--- config.mk ---
export PLATFORM = sky130hd
export DESIGN_NAME = ctrl_sequencer
export DESIGN_NICKNAME = d
export VERILOG_FILES = /design/src/rtl/ctrl_pkg.sv /design/src/rtl/ctrl_timeout.sv /design/src/rtl/ctrl_sequencer.sv
export SDC_FILE = /design/constraint.sdc
export NUM_CORES = 1
export LEC_CHECK = 0
export CORE_MARGIN = 3
export CORE_UTILIZATION = 49
export DETAILED_ROUTE_END_ITERATION = 16
export PLACE_DENSITY = 0.79
export RECOVER_POWER = 25
export SYNTH_ARGS = -nofsm -noshare
export SYNTH_HDL_FRONTEND = slang
export SYNTH_SLANG_ARGS = --single-unit
--- constraint.sdc ---
create_clock -name clk -period 2.4 [get_ports clk]
set_input_delay 0.36 -clock clk [delete_from_list [all_inputs] [get_ports clk]]
set_output_delay 0.36 -clock clk [all_outputs]
set_load 0.005 [all_outputs]
--- src/rtl/ctrl_pkg.sv ---
`default_nettype none
// ============================================================================
//  Module      : ctrl_pkg
//  Description : Shared constants for the control sequencer. Holds the
//                sequencer state encoding, the NOP opcode value, and the
//                default block-address and opcode widths that the control
//                memory and compute array also use.
//  Revision    : 1.0 - initial release
// ============================================================================
package ctrl_pkg;

    // Widths shared with the control memory and the compute array
    localparam int c_ADDR_BITS  = 6;
    localparam int c_OP_BITS    = 4;

    // Opcode zero retires without touching memory or the compute array
    localparam int c_OP_NOP     = 0;

    // Sequencer state encoding
    localparam int         c_STATE_BITS = 3;
    localparam logic [2:0] c_ST_IDLE    = 3'd0;
    localparam logic [2:0] c_ST_READ    = 3'd1;
    localparam logic [2:0] c_ST_START   = 3'd2;
    localparam logic [2:0] c_ST_WAIT    = 3'd3;
    localparam logic [2:0] c_ST_WRITE   = 3'd4;

endpackage
`default_nettype wire

--- src/rtl/ctrl_timeout.sv ---
`default_nettype none
// ============================================================================
//  Module      : ctrl_timeout
//  Description : Watchdog counter for the compute-array wait. Cleared to
//                zero by clr, counts up one step per cycle while en is high,
//                and flags expired during the cycle in which the count of
//                enabled cycles reaches TIMEOUT_CYCLES.
//  Ports       : clk, rst      - clock, asynchronous active-high reset
//                clr           - load the counter with zero
//                en            - count this cycle
//                expired       - this enabled cycle is the last allowed one
//  Revision    : 1.0 - initial release
// ============================================================================
module ctrl_timeout #(
    parameter int TIMEOUT_CYCLES = 1023
) (
    input  logic clk,
    input  logic rst,
    input  logic clr,
    input  logic en,
    output logic expired
);

    localparam int c_CNT_BITS = (TIMEOUT_CYCLES < 2) ? 1 : $clog2(TIMEOUT_CYCLES + 1);
    localparam logic [c_CNT_BITS-1:0] c_LAST = c_CNT_BITS'(TIMEOUT_CYCLES - 1);

    logic [c_CNT_BITS-1:0] r_count;
    logic                  w_at_last;

    // r_count holds the number of enabled cycles already elapsed, so the
    // current enabled cycle is number r_count+1.
    assign w_at_last = (r_count == c_LAST);
    assign expired   = en && w_at_last;

    always_ff @(posedge clk or posedge rst) begin
        if (rst) begin
            r_count <= '0;
        end else if (clr) begin
            r_count <= '0;
        end else if (en && !w_at_last) begin
            // Saturate so a stalled enable never wraps back to a short count
            r_count <= r_count + 1'b1;
        end
    end

endmodule
`default_nettype wire

--- src/rtl/ctrl_sequencer.sv ---
`default_nettype none
// ============================================================================
//  Module      : ctrl_sequencer
//  Description : Runs one compute-graph operation at a time: accepts an
//                instruction, reads both operand blocks from the control
//                memory, starts the compute array, and writes the result
//                block back. Owns all memory address and write-enable lines.
//  Ports       : instr_valid/instr_ready       - instruction handshake
//                instr_op/_a/_b/_dst           - opcode and block addresses
//                mem_addr_a/_b, mem_addr_i     - memory read/write addresses
//                mem_write                     - memory write enable
//                cu_start, cu_op, cu_done      - compute array control
//                busy, err_timeout, err_clear  - status and sticky error
//                op_count                      - retired instruction count
//  Revision    : 1.0 - initial release
// ============================================================================
module ctrl_sequencer
    import ctrl_pkg::*;
#(
    parameter int ADDR_BITS      = c_ADDR_BITS,
    parameter int OP_BITS        = c_OP_BITS,
    parameter int TIMEOUT_CYCLES = 1023
) (
    input  logic                 clk,
    input  logic                 rst,
    input  logic                 instr_valid,
    output logic                 instr_ready,
    input  logic [OP_BITS-1:0]   instr_op,
    input  logic [ADDR_BITS-1:0] instr_a,
    input  logic [ADDR_BITS-1:0] instr_b,
    input  logic [ADDR_BITS-1:0] instr_dst,
    output logic [ADDR_BITS-1:0] mem_addr_a,
    output logic [ADDR_BITS-1:0] mem_addr_b,
    output logic [ADDR_BITS-1:0] mem_addr_i,
    output logic                 mem_write,
    output logic                 cu_start,
    output logic [OP_BITS-1:0]   cu_op,
    input  logic                 cu_done,
    output logic                 busy,
    output logic                 err_timeout,
    input  logic                 err_clear,
    output logic [15:0]          op_count
);

    logic [c_STATE_BITS-1:0] r_state;
    logic [OP_BITS-1:0]      r_op;
    logic [ADDR_BITS-1:0]    r_dst;

    logic w_accept;
    logic w_is_nop;
    logic w_tmo_clr;
    logic w_tmo_en;
    logic w_expired;

    assign w_accept  = instr_valid && instr_ready;
    assign w_is_nop  = (instr_op == OP_BITS'(c_OP_NOP));
    assign w_tmo_clr = (r_state == c_ST_START);
    assign w_tmo_en  = (r_state == c_ST_WAIT);

    ctrl_timeout #(
        .TIMEOUT_CYCLES (TIMEOUT_CYCLES)
    ) u_timeout (
        .clk     (clk),
        .rst     (rst),
        .clr     (w_tmo_clr),
        .en      (w_tmo_en),
        .expired (w_expired)
    );

    // Every output is a flop; each is updated on the transition into the
    // state in which it must be visible.
    always_ff @(posedge clk or posedge rst) begin
        if (rst) begin
            r_state     <= c_ST_IDLE;
            r_op        <= '0;
            r_dst       <= '0;
            instr_ready <= 1'b1;
            mem_addr_a  <= '0;
            mem_addr_b  <= '0;
            mem_addr_i  <= '0;
            mem_write   <= 1'b0;
            cu_start    <= 1'b0;
            cu_op       <= '0;
            busy        <= 1'b0;
            err_timeout <= 1'b0;
            op_count    <= '0;
        end else begin
            // Clear first so a timeout set later in this block overrides it
            if (err_clear) begin
                err_timeout <= 1'b0;
            end

            case (r_state)
                c_ST_IDLE: begin
                    if (w_accept) begin
                        r_op  <= instr_op;
                        r_dst <= instr_dst;
                        if (w_is_nop) begin
                            op_count <= op_count + 16'd1;
                        end else begin
                            mem_addr_a  <= instr_a;
                            mem_addr_b  <= instr_b;
                            instr_ready <= 1'b0;
                            busy        <= 1'b1;
                            r_state     <= c_ST_READ;
                        end
                    end
                end

                // Memory captures the operands at the end of this cycle
                c_ST_READ: begin
                    cu_start <= 1'b1;
                    cu_op    <= r_op;
                    r_state  <= c_ST_START;
                end

                c_ST_START: begin
                    cu_start <= 1'b0;
                    r_state  <= c_ST_WAIT;
                end

                // A done on the final allowed cycle still counts as success
                c_ST_WAIT: begin
                    if (cu_done) begin
                        mem_addr_i <= r_dst;
                        mem_write  <= 1'b1;
                        r_state    <= c_ST_WRITE;
                    end else if (w_expired) begin
                        err_timeout <= 1'b1;
                        op_count    <= op_count + 16'd1;
                        instr_ready <= 1'b1;
                        busy        <= 1'b0;
                        r_state     <= c_ST_IDLE;
                    end
                end

                c_ST_WRITE: begin
                    mem_write   <= 1'b0;
                    op_count    <= op_count + 16'd1;
                    instr_ready <= 1'b1;
                    busy        <= 1'b0;
                    r_state     <= c_ST_IDLE;
                end

                default: begin
                    cu_start    <= 1'b0;
                    mem_write   <= 1'b0;
                    instr_ready <= 1'b1;
                    busy        <= 1'b0;
                    r_state     <= c_ST_IDLE;
                end
            endcase
        end
    end

endmodule
`default_nettype wire

==> results of run 1 <==
-- where the power goes --
group          internal [mW]  leakage (nW)  total, mW  switching [mW]
combinational          0.870         0.768       1.41           0.539
sequential              1.49         0.840       1.71           0.219
clock                  0.506        0.0974      0.891           0.385
total                   2.87          1.71       4.01            1.14
-- sequential cells by signal, indices dropped and copies added (netlist names) --
register	flops
busy	1
cu_op	4
cu_start	1
err_timeout	1
instr_ready	1
mem_addr_a	6
mem_addr_b	6
mem_addr_i	6
mem_write	1
op_count	16
r_dst	6
r_op	4
r_state	3
u_timeout.r_count	10
-- synth_stat cells (2+ instances only) --
cell type  count  area share, %
or3_1          4           0.87
nor4_1         4           0.87
xnor2_1        8            2.4
o21ai_0        6            1.0
nand3_1        4           0.70
a21oi_1        8            1.4
nor2b_1        2           0.44
a311oi_1       2           0.61
nand4_1        6            1.3
xor2_1        10            3.1
nor3_1         8            1.4
mux2_2        32             13
a21o_1         2           0.52
inv_1         11            1.4
buf_2          2           0.35
and3_1         4           0.87
clkbuf_1       3           0.39
buf_6          2           0.79
ha_1           3            1.3
a31oi_1        2           0.44
nor2_1        15            2.0
nand2_1       16            2.1
dfrtp_1       65             57
-- worst paths after layout --
path	startpoint	end	slack, ps	depth (start not counted)
min in group asynchronous	rst	mem_addr_a[0]	800	3
hold reg to reg	op_count[15]	op_count[15]	460	1
hold / removal	op_count[15]	op_count[15]	460	1
setup / recovery	u_timeout.r_count[0]	op_count[5]	370	8
max in group asynchronous	rst	u_timeout.r_count[9]	690	3
setup reg to reg	u_timeout.r_count[0]	op_count[5]	370	8
-- stage by stage --
step	utilization, %	total power [mW]
6_report	69.3	4.01
5_1_grt	69.3	4.28
4_1_cts	69.9	4.06
3_5_place_dp	66.5	3.16
3_3_place_gp	66.5	3.10
2_1_floorplan	-	2.43
-- critical path: cells and delay by family, from the launching register on --
family / cells / cell delay (ps)
flip-flops: 1 / 390
adder cells (fa/ha/maj): 1 / 170
buffers and inverters: 2 / 330
AO/OA/AOI/OAI: 1 / 250
XOR/XNOR: 1 / 160
AND/OR/NAND/NOR: 3 / 650
-- layer usage --
layer / part of all wire, % / vias to the layer above / global-route usage, % / routed length (um)
li1: - / 994 / - / -
met4: 1.3 / 0 / 7.48 / 76
met5: 0 / - / 0 / 0
met2: 49 / 56 / 28.6 / 2800
met3: 7.5 / 9 / 6.51 / 430
met1: 42 / 1026 / 23.9 / 2410
-- layout make-up --
class,instances,share of cell area (%)
inverter,11,1.07
sequential,66,42.8
timing repair buffer,80,19.9
multi-input combinational,151,29.1
tap,72,2.33
clock buffer,13,3.85
clock inverter,3,1.04
-- logic make-up after synthesis --
| family | Yosys count | synth area share, % |
|---|---|---|
| AO/OA/AOI/OAI | 28 | 6.21 |
| multiplexers | 32 | 12.6 |
| AND/OR/NAND/NOR | 70 | 13.4 |
| flip-flops | 66 | 57.8 |
| XOR/XNOR | 18 | 5.51 |
| buffers and inverters | 19 | 3.24 |
| adder cells (fa/ha/maj) | 3 | 1.31 |
==> results_dict.tcl, run 1 <==
set metrics [dict create \
    final_max_slew_viol_count 0 \
    postRouteWirelength_um 5710 \
    drtIter0Drc 99 \
    grtUsageTotal_pct 18.6 \
    finalSetupViolations 0 \
    fin_cells 396 \
    overflow 0 \
    htree_levels 3 \
    dpl.hpwl_um 4210 \
    vdd_drop_max_v 0.000577 \
    synthesis.area_um2 2860 \
    cp.required_ps 2650 \
    min_path_type "register to register" \
    power.density_nw_per_um2 1040 \
    drive_gt1_share_pct 18.2 \
    seqCellArea_um2 1650 \
    end_kind "register" \
    crit_chain "inv_1, ha_1, nand4_1, nand4bb_1, o31a_1, buf_4, nor3_1, xor2_1" \
    synth.yosys.seq_area_share_pct 57.8 \
    cts_hold_buf 0 \
    avgSynthCellArea_um2 12.1 \
    final_cell_area_um2 3860 \
    io_pins 70 \
    cts_resized 0 \
    grt_setup_unrepaired "false" \
    cts_made_buffers 9 \
    insertion_delay_ps 330 \
    cts.sinks 66 \
    cp.arrival_ps 2280 \
    async_flop_share_pct 100 \
    die_h_um 82.4 \
    setup_ws_ps 369 \
    antenna_found_initial 0 \
    areaGrowthSynthToFinish_pct 35.0 \
    dp_slack_ps 27.1 \
    fmax_ghz 0.492 \
    cts.path.max_buffers 2 \
    numPortBuffers 69 \
    cts-root-buf "clkbuf_8" \
    final_common_cell "clkdlybuf4s50_1" \
    period_minus_slack_ps 2030 \
    first_global_vias 2051 \
    worstSetupPathType "register to register" \
    fin_hold_ws_ps 463 \
    synth_cell_types 40 \
    finalSetupTns_ps 0 \
    grt_first_pass_wirelength_um 9540 \
    place_area_um2 3700 \
    floorplan.initialDensity_pct 51.3 \
    yosysWarnings 0 \
    max_slew.worst_pin.slew_ps 1310 \
    drc 0 \
    multi_input_area_um2 1120 \
    routabilityCongestion 0.737 \
    synth-edff-count 0 \
    routed_via_density 5.27 \
    antenna_left 0 \
    crit_fanout 9 \
    clk_pin_slew_ps 70 \
    syn_nets 266 \
    n_antenna_cell 0 \
    core_um2 5570 \
    post_cts_buffers 0 \
    clock_skew_ps 8.14 \
    die_w_um 82.4 \
    maxCapViolCount 0 \
    finalHoldViolCount 0 \
    cp_slowest_cell "dfrtp_1" \
    tritoncts "yes" \
    fillerInstances 417 \
    ys.flop_type "dfrtp_1" \
    wl_per_cell_um 14.4 \
    synth_cells 236 \
    status "complete, no violations" \
    slew_headroom_pct 12.4 \
    firstDrtPassIters 4 \
    dp_cells 380 \
    nets 349 \
    dieArea_um2 6790 \
    cp-start-kind "register" \
    row_count 27 \
    dr_total_vias 2085 \
    grt_max_degree 42 \
    timing.final.crit_share_pct 84.6 \
    synth-seq-cells 66 \
    slowest_delay_ps 390 \
    p_leak_nw 1.71 \
    final_cell_mix "68 x clkdlybuf4s50_1, 65 x dfrtp_1, 32 x mux2_2" \
]
Power figures use the tool's default switching activity.
==> run 2, diff against run 1 <==
==> constraint.sdc (replaced) <==
create_clock -name clk -period 2.1 [get_ports clk]
set_input_delay 0.315 -clock clk [delete_from_list [all_inputs] [get_ports clk]]
set_output_delay 0.315 -clock clk [all_outputs]
set_load 0.005 [all_outputs]
==> results_dict.tcl, run 2 (synthesized netlist as in run 1, its figures left out) <==
set metrics [dict create \
    status "complete, no violations" \
    dpl.hpwl_um 4120 \
    clk_pin_slew_ps 70 \
    numPortBuffers 69 \
    n_antenna_cell 0 \
    drc 0 \
    routed_via_density 5.19 \
    final_max_slew_viol_count 0 \
    row_count 27 \
    antenna_left 0 \
    max_slew.worst_pin.slew_ps 721 \
    final_common_cell "clkdlybuf4s50_1" \
    overflow 0 \
    final_cell_mix "68 x clkdlybuf4s50_1, 65 x dfrtp_1, 32 x mux2_2" \
    drtIter0Drc 74 \
    nets 350 \
    htree_levels 3 \
    drive_gt1_share_pct 18.8 \
    cp.arrival_ps 2260 \
    total_power_mw 4.55 \
    largest_registers "op_count: 16 flops, u_timeout.r_count: 10 flops" \
    cp-start-kind "input pin" \
    postRouteWirelength_um 5610 \
    cts.sinks 66 \
    insertion_delay_ps 340 \
    p_comb_share_pct 35.0 \
    tritoncts "yes" \
    dieArea_um2 6790 \
    firstDrtPassIters 4 \
    p_switching_mw 1.28 \
    period_minus_slack_ps 2010 \
    die_w_um 82.4 \
    areaGrowthSynthToFinish_pct 35.3 \
    routabilityCongestion 0.731 \
    io_pins 70 \
    finalSetupViolations 0 \
    cp.required_ps 2360 \
    floorplan.initialDensity_pct 51.3 \
    end_kind "register" \
    final_util_pct 69.5 \
    crit_fanout 10 \
    first_global_vias 2035 \
    fmax_ghz 0.499 \
    dr_total_vias 2057 \
    pwr-share-seq_pct 42.7 \
    clock_skew_ps 7.84 \
    vdd_drop_max_v 0.000775 \
    cts_resized 0 \
    antenna_found_initial 0 \
    post_cts_buffers 0 \
    worstSetupPathType "input pin to register" \
    p_leak_nw 1.71 \
    switching_share_pct 28.2 \
    grt_setup_unrepaired "false" \
    wl_per_cell_um 14.2 \
    regMostFlops "op_count" \
    p_int_mw 3.27 \
    power.density_nw_per_um2 1170 \
    largest_reg_flops 16 \
    core_um2 5570 \
    cts.path.max_buffers 2 \
    slew_headroom_pct 51.9 \
    grt_max_degree 55 \
    grt_first_pass_wirelength_um 9480 \
    grtUsageTotal_pct 18.7 \
    maxCapViolCount 0 \
    power_frac_clock_pct 22.2 \
    timing.final.crit_share_pct 95.5 \
    cts_made_buffers 9 \
    cts-root-buf "clkbuf_8" \
    min_path_type "input pin to async pin" \
    cts_hold_buf 0 \
    die_h_um 82.4 \
    finalHoldViolCount 0 \
]
==> run 2: cell types whose count changed in the layout (fill, tap and decap cells not counted) <==
cell and delta:
buf_4 +2, clkbuf_4 +1, clkbuf_2 -1, clkbuf_1 -2
==> run 2: area by class of cell <==
class / instances / area (um2)
fill: 444 / 1700
sequential: 66 / 1650
multi-input combinational: 151 / 1120
timing repair buffer: 81 / 781
clock buffer: 12 / 145
tap: 72 / 90.1
inverter: 11 / 41.3
clock inverter: 3 / 40.0
==> run 2: worst paths after layout <==
path	to	slack [ps]	cells past startpoint	start
max in group asynchronous	u_timeout.r_count[1]	560	3	rst
setup / recovery	op_count[7]	90	6	instr_op[1]
hold reg to reg	busy	480	1	busy
hold / removal	op_count[1]	410	2	rst
min in group clk	busy	480	1	busy
setup reg to reg	op_count[7]	140	7	u_timeout.r_count[0]
==> run 2: metrics by stage <==
stage,setup TNS [ps],instances,hold slack [ps],setup WS [ps],area (um2)
after floorplan,0,236,411,132,2860
after global placement,-850,381,464,-155,3700
after detailed placement,-1550,381,465,-238,3700
after CTS,0,396,228,107,3880
after global routing,0,396,456,10.6,3870
final,0,396,412,94.4,3870
==> run 2: per-layer routing <==
layer  part of all wire (%)  global-route usage (%)  vias up  routed length, um
met4                    1.4                    6.48        0                 76
li1                       -                       -      997                  -
met3                    7.3                    7.92        5                408
met2                     49                    29.8       56               2760
met1                     42                    22.8      999               2360
met5                      0                       0        -                  0
==> run 2: power groups by stage <==
stage	clock (mW)	combinational (mW)	sequential [mW]
3_5_place_dp	0	1.62	1.97
5_1_grt	1.11	1.77	2.00
4_1_cts	1.03	1.62	1.95
2_1_floorplan	0	0.827	1.95
3_3_place_gp	0	1.59	1.95
6_report	1.01	1.59	1.94
==> run 2: critical path, stage by stage <==
cell and delay, ps:
clkdlybuf4s50_1 450, nor4_4 320, a31oi_1 160, o31a_1 410, nor4bb_1 430, xor2_1 180
